## config.mk

```make
export PLATFORM = sky130hd
export DESIGN_NAME = if_fetch_stage_flat
export DESIGN_NICKNAME = d
export VERILOG_FILES = /design/src/rtl/if_fetch_stage_if.sv /design/src/rtl/if_fetch_stage.sv /design/src/flat_wrapper.sv
export SDC_FILE = /design/constraint.sdc
export NUM_CORES = 1
export LEC_CHECK = 0
export BUFFER_PORTS_ARGS = -buffer_cell sky130_fd_sc_hd__buf_2
export CORE_AREA = 2 2 55 57
export DETAILED_ROUTE_END_ITERATION = 10
export DIE_AREA = 0 0 57 59
export PLACE_DENSITY = 0.76
export RECOVER_POWER = 50
export SLEW_MARGIN = 40
export SYNTH_ARGS = -nofsm -noshare
export SYNTH_HDL_FRONTEND = slang
export SYNTH_SLANG_ARGS = --single-unit
```

## constraint.sdc

```tcl
create_clock -name clk -period 2.2 [get_ports clk]
set_input_delay 0.33 -clock clk [delete_from_list [all_inputs] [get_ports clk]]
set_output_delay 0.33 -clock clk [all_outputs]
set_load 0.02 [all_outputs]
```

## src/rtl/if_fetch_stage_if.sv

```systemverilog
// if_fetch_stage_if: fetch-stage control, instruction-memory port and IF/ID outputs
interface if_fetch_stage_if #(parameter int pc_width = 10, parameter int instr_width = 16);
  logic stall;
  logic redirect;
  logic [pc_width-1:0] redirect_pc;
  logic [pc_width-1:0] imem_addr;
  logic imem_en;
  logic [instr_width-1:0] imem_rdata;
  logic [pc_width-1:0] pc_curr_if;
  logic [instr_width-1:0] instr_if;
  logic halted;
  modport master (
    input stall, redirect, redirect_pc, imem_rdata,
    output imem_addr, imem_en, pc_curr_if, instr_if, halted
  );
  modport slave (
    output stall, redirect, redirect_pc, imem_rdata,
    input imem_addr, imem_en, pc_curr_if, instr_if, halted
  );
endinterface

```

## src/rtl/if_fetch_stage.sv

```systemverilog
// if_fetch_stage: PC owner and 1-cycle-latency imem driver with boot, stall, redirect squash and HALT;
// define IF_IMEM_GATE_EN to drop imem_en while stalled or halted.
module if_fetch_stage #(
  parameter int pc_width = 10,
  parameter int instr_width = 16,
  parameter logic [pc_width-1:0] reset_pc = '0,
  parameter logic [instr_width-1:0] nop_instr = '0,
  parameter logic [instr_width-1:0] halt_instr = '1
) (
  input logic clk,
  input logic rst,
  if_fetch_stage_if.master f
);
  typedef enum logic [1:0] {BOOT, RUN, HALT} state_t;
  state_t state, state_n;
  logic [pc_width-1:0] pc_q, pc_n, addr;
  logic vld_q, halt_take;
  always_comb begin
    halt_take = state == RUN && vld_q && !f.stall && !f.redirect && f.imem_rdata == halt_instr;
    addr = state == HALT ? (f.redirect ? f.redirect_pc : pc_q)
         : state == RUN ? (f.redirect ? f.redirect_pc : f.stall ? pc_q : pc_q + pc_width'(1))
         : reset_pc;
    state_n = state == BOOT ? RUN
            : halt_take ? HALT
            : state == HALT && !f.redirect ? HALT
            : RUN;
    pc_n = halt_take ? pc_q : addr;
  end
  always_ff @(posedge clk) begin
    if (rst) begin
      state <= BOOT;
      pc_q <= reset_pc;
      vld_q <= 1'b0;
    end else begin
      state <= state_n;
      pc_q <= pc_n;
      vld_q <= state_n == RUN;
    end
  end
  assign f.imem_addr = rst ? reset_pc : addr;
`ifdef IF_IMEM_GATE_EN
  assign f.imem_en = rst || !(state == RUN ? f.stall && !f.redirect : state == HALT && !f.redirect);
`else
  assign f.imem_en = 1'b1;
`endif
  assign f.pc_curr_if = pc_q;
  assign f.instr_if = (state == RUN && vld_q && !f.redirect) ? f.imem_rdata : nop_instr;
  assign f.halted = state == HALT;
endmodule

```

## src/flat_wrapper.sv

```systemverilog
// flat-port wrapper written by rule: the top's interface ports become plain ports
module if_fetch_stage_flat 
#(
  parameter int pc_width = 10,
  parameter int instr_width = 16,
  parameter logic [pc_width-1:0] reset_pc = '0,
  parameter logic [instr_width-1:0] nop_instr = '0,
  parameter logic [instr_width-1:0] halt_instr = '1
)
  (clk, rst, f_stall, f_redirect, f_redirect_pc, f_imem_rdata, f_imem_addr, f_imem_en, f_pc_curr_if, f_instr_if, f_halted);
  if_fetch_stage_if #(.pc_width(pc_width), .instr_width(instr_width)) f_i ();
  input logic clk;
  input logic rst;
  input wire logic [$bits(f_i.stall)-1:0] f_stall;
  input wire logic [$bits(f_i.redirect)-1:0] f_redirect;
  input wire logic [$bits(f_i.redirect_pc)-1:0] f_redirect_pc;
  input wire logic [$bits(f_i.imem_rdata)-1:0] f_imem_rdata;
  output wire logic [$bits(f_i.imem_addr)-1:0] f_imem_addr;
  output wire logic [$bits(f_i.imem_en)-1:0] f_imem_en;
  output wire logic [$bits(f_i.pc_curr_if)-1:0] f_pc_curr_if;
  output wire logic [$bits(f_i.instr_if)-1:0] f_instr_if;
  output wire logic [$bits(f_i.halted)-1:0] f_halted;
  assign f_i.stall = f_stall;
  assign f_i.redirect = f_redirect;
  assign f_i.redirect_pc = f_redirect_pc;
  assign f_i.imem_rdata = f_imem_rdata;
  assign f_imem_addr = f_i.imem_addr;
  assign f_imem_en = f_i.imem_en;
  assign f_pc_curr_if = f_i.pc_curr_if;
  assign f_instr_if = f_i.instr_if;
  assign f_halted = f_i.halted;
  if_fetch_stage #(.pc_width(pc_width), .instr_width(instr_width), .reset_pc(reset_pc), .nop_instr(nop_instr), .halt_instr(halt_instr)) u_core (.clk(clk), .rst(rst), .f(f_i));
endmodule
```

# Yosys cells after proc, flatten, opt, wreduce, memory -nomap -nowiden
# Cells that the tools add are included.
# Widths: inputs -> output; s select.
[totals]
ramBits = 0
regBits = 13
memories = 0
romBits = 0
latch_bits = 0
inputBits = 30
[op_classes]
magnitude_cmp = 0
addsub = 1
n_reduce_logical = 9
mux = 10
bitwise = 0
n_eq_ne = 4
div = 0
n_shift = 0
multipliers = 0
[ops]
columns = ["operator", "count"]
rows = [
  ["$mux 10", 6],
  ["$eq 16x16->1 const B", 1],
  ["$mux 16", 1],
  ["$add 10x1->10 const B", 1],
  ["$logic_and 1x1->1", 6],
  ["$mux 2", 3],
  ["$eq 2x1->1 const B", 2],
  ["$eq 2x2->1 const B", 1],
  ["$logic_not 1->1", 2],
  ["$logic_not 2->1", 1],
]

# Longest topological paths before layout
[logic_depth]
ltp_word = 8
depth_mapped = 6
mapped_depth_nobuf = 5

# Least setup slack after synthesis
# No wires, ideal clock.
[synth_path]
path_type = "in2out"
from = "input f_redirect"
to = "output f_imem_addr[8]"
stages = 6
arrival_time_ns = 1.623
t_required_ns = 1.870
slack_ns = 0.247
cell_sequence = "clkbuf_1 > clkbuf_1 > o21bai_1 > a221oi_1 > o311ai_0 > nor2_1"
[synth_via]
elab_chain_len = 4
[synth_rtl]
columns = ["element", "line", "text"]
rows = [
  ["start, declared", "flat_wrapper.sv:15", "input wire logic [$bits(f_i.redirect)-1:0] f_redirect;"],
  ["$mux 10 (2 in series)", "if_fetch_stage.sv:21", ": state == RUN ? (f.redirect ? f.redirect_pc : f.stall ? pc_q : pc_q + pc_width'(1))"],
  ["$mux 10 *", "if_fetch_stage.sv:20", "addr = state == HALT ? (f.redirect ? f.redirect_pc : pc_q)"],
  ["$mux 10 *", "if_fetch_stage.sv:40", "assign f.imem_addr = rst ? reset_pc : addr;"],
  ["end, declared", "flat_wrapper.sv:18", "output wire logic [$bits(f_i.imem_addr)-1:0] f_imem_addr;"],
]
# Mark *: on every way between the ends. The rest lies on a longest branch, timed or not.

# Worst setup path in the final report
[layout_path]
from = "register u_core.pc_q[0] (netlist: u_core.f.pc_curr_if[0])"
to = "output f_imem_addr[4]"
[layout_via]
elab_chain_len = 6
[layout_rtl]
columns = ["element", "line", "text"]
rows = [
  ["start, declared", "if_fetch_stage.sv:16", "logic [pc_width-1:0] pc_q, pc_n, addr;"],
  ["start signal, assigned", "if_fetch_stage.sv:32", "pc_q <= reset_pc;"],
  ["start signal, assigned", "if_fetch_stage.sv:36", "pc_q <= pc_n;"],
  ["$add 10x1->10", "if_fetch_stage.sv:21", ""],
  ["$mux 10 (3 in series)", "if_fetch_stage.sv:21", ""],
  ["$mux 10", "if_fetch_stage.sv:20", ""],
  ["$mux 10", "if_fetch_stage.sv:40", ""],
]
# Every way passes these cells.

==> results.toml <==
[cts]
ctsLongestPathBuffers = 2
cts_buffers = 3
clk_pin_slew_ns = 0.08
clock_latency_ns = 0.28
clockRootBuffer = "clkbuf_4"
clkSinkCount = 13
tritoncts = "built"
htreeDepth = 1

[worst_setup_path]
slowest_stage = "dfxtp_2"
cp.required_ns = 1.87
cp_slowest_stage_delay_ns = 0.36
startpoint = "u_core.f.pc_curr_if[0]"
rrSetupSlack_ns = 0.68
critPathMaxFanout = 6
endpoint_kind = "output pin"
reg2reg_from = "u_core.f.pc_curr_if[0]"
critPathKind = "flip-flop to output pin"
path_cells = "ha_1 > and2b_1 > a41o_1 > a41oi_1 > nor2_1 > buf_2"
start_kind = "flip-flop"
worst_ep_arrival_time_ns = 1.80

[logic_synthesis]
async_flop_share = 0
synth_seq_cells = 13
syn_area_mm2 = 0.00116
synth_ff_type = "dfxtp_1"
synth_edf_count = 0
synth_cell_types = 56
syn-num-nets = 188
synth-seq-area-share = 0.225
yosys_warnings = 0
syn-mean-instance-area_um2 = 7.37
postSynthCellCount = 157

[power_and_ir_drop]
pwr-share-seq = 0.445
internal-power_w = 0.000388
sw_frac_of_total = 0.337
powerDensity_mw_per_mm2 = 370
pwr-share-clk = 0.261
switchingPower_w = 0.000197
comb_power_share = 0.294
p_leak_nw = 0.768
ir_drop_uv = 286

[final_layout]
drive_above_1_share = 0.421
fillCellCount = 268
multiInputGateArea_um2 = 840
regArea_um2 = 273
diodes = 0
area_growth_pct = 36.6
final_cell_mix = "buf_2 (65), and2_1 (15), nor2_1 (14)"
layout_commonest_cell = "buf_2"
nets = 253
stdcell_area_mm2 = 0.00158

[global_route]
grt_start_max_net_pins = 27
globalRouteOverflowTotal = 0
grt_pass1_wl_um = 5510
antenna_found_initial = 0
grt_pass1_vias = 1154
track_usage = 0.205

[detailed_routing]
antenna_left = 0
routedWlPerCell_um = 14.7
vias = 1461
dr.pass1.iters = 4
drc = 0
drt_iter0_drc = 64
vias_per_cell = 5.80
wl_um = 3700

[timing]
finClkSkew_ns = 0.00371
rsz0062_at_grt = "yes"
period_needed_ns = 2.13
finalMaxSlewViolations = 0
finalSetupViolations = 0
fmax_mhz = 469
finalCritPeriodShare = 0.969
hold_viol = 0
fin_ws_ns = 0.0679

[placed_design]
gp_congestion = 0.882
port_buffers = 66
hpwl_um = 2780
dpl_cell_area_mm2 = 0.00150
pre_cts_ws_ns = 0.188

[flow_run]
maxCapViolations = 0

[floorplanning]
initial_core_util = 0.427
die_w_um = 57
pin_count = 68
rows = 19
die-area_mm2 = 0.00336
design.core.area_mm2 = 0.00271
dieHeight_um = 59

[worst_hold_path]
hp-start = "rst"
hold_path_class = "input port to flip-flop"

[outcome]
outcome = "finished, final reports clean"
-- final timing paths --
path	endpoint	cells after the start
setup / recovery	f_imem_addr[4]	6
hold / removal	u_core.state[1]	2
setup reg to reg	u_core.f.pc_curr_if[4]	5
hold reg to reg	u_core.f.pc_curr_if[7]	2
-- stage by stage --
step                utilization  hold WS [ns]  setup TNS (ns)  instances  power (W)
finish                    0.584         0.412               0        252   0.000585
global route              0.584         0.416         -0.0239        252   0.000620
CTS                       0.574         0.401               0        250   0.000586
detailed placement        0.553         0.525               0        246   0.000432
global placement          0.553         0.529               0        246   0.000430
floorplan                     -         0.395               0        157   0.000366
-- cell type report --
| type | instances | area share |
|---|---|---|
| inverter | 8 | 0.0190 |
| sequential | 13 | 0.172 |
| multi-input combinational | 124 | 0.531 |
| timing repair buffer | 72 | 0.237 |
| clock buffer | 4 | 0.0166 |
| tap | 31 | 0.0245 |
-- sequential cells by signal (all words and copies together) (netlist names) --
signal               count
u_core.f.pc_curr_if     10
u_core.state             2
u_core.vld_q             1
-- critical path, delay by kind of cell (launching register included) --
kind	cells	cell delay, ns
fa+ha+maj	1	0.21
simple gates	2	0.29
compound gates	2	0.51
buf+inv	1	0.16
flops	1	0.36
-- cells in the mapped netlist (2+ instances only) --
| cell type | count | area share |
|---|---|---|
| nor3_1 | 2 | 0.0086 |
| dfxtp_1 | 13 | 0.22 |
| o22ai_1 | 3 | 0.016 |
| nand2_1 | 7 | 0.023 |
| nand3b_1 | 2 | 0.013 |
| a221oi_1 | 3 | 0.023 |
| a311o_1 | 2 | 0.017 |
| inv_1 | 6 | 0.019 |
| o211ai_1 | 4 | 0.026 |
| and3_1 | 6 | 0.032 |
| clkbuf_1 | 9 | 0.029 |
| o31ai_1 | 6 | 0.039 |
| nor4b_1 | 2 | 0.015 |
| and2_1 | 15 | 0.081 |
| o21bai_1 | 4 | 0.026 |
| nor2_1 | 14 | 0.045 |
| o21ai_0 | 2 | 0.0086 |
| nand4_1 | 4 | 0.022 |
| nand3_1 | 6 | 0.026 |
| nand2b_1 | 3 | 0.016 |
| or4_1 | 2 | 0.013 |
| a21oi_1 | 8 | 0.035 |
-- metal layers --
| metal | share of wire | wire length (µm) | global-route usage |
|---|---|---|---|
| met4 | 0.0051 | 19 | 0.0299 |
| met5 | 0 | 0 | 0 |
| met2 | 0.48 | 1760 | 0.325 |
| met3 | 0.068 | 253 | 0.0371 |
| met1 | 0.45 | 1660 | 0.299 |
-- power groups by stage --
| stage | clock [W] | combinational, W | sequential (W) |
|---|---|---|---|
| after global routing | 0.000171 | 0.000187 | 0.000263 |
| after floorplan | 0 | 0.0000986 | 0.000268 |
| final | 0.000153 | 0.000172 | 0.000260 |
| after CTS | 0.000155 | 0.000171 | 0.000260 |
| after detailed placement | 0 | 0.000167 | 0.000265 |
| after global placement | 0 | 0.000166 | 0.000264 |
-- cell families (layout without fill, tap and decap cells) --
kind of cell	count (synthesis)	in the layout	synth area share
AO/OA/AOI/OAI	48	48	0.311
XOR/XNOR	1	1	0.00757
adder cells (fa/ha/maj)	1	1	0.0108
buffers and inverters	20	84	0.0757
flip-flops	13	13	0.225
multiplexers	1	1	0.00973
other	1	1	0.00324
AND/OR/NAND/NOR	72	72	0.357
-- repair_timing --
| item | in CTS | in global routing |
|---|---|---|
| resized for setup | 8 | 9 |
| hold buffers | 0 | 0 |
| setup endpoints to repair | 5 | 7 |
| setup buffers | 0 | 2 |
| pin swaps | 0 | 3 |
(Power assumes the default switching activity.)
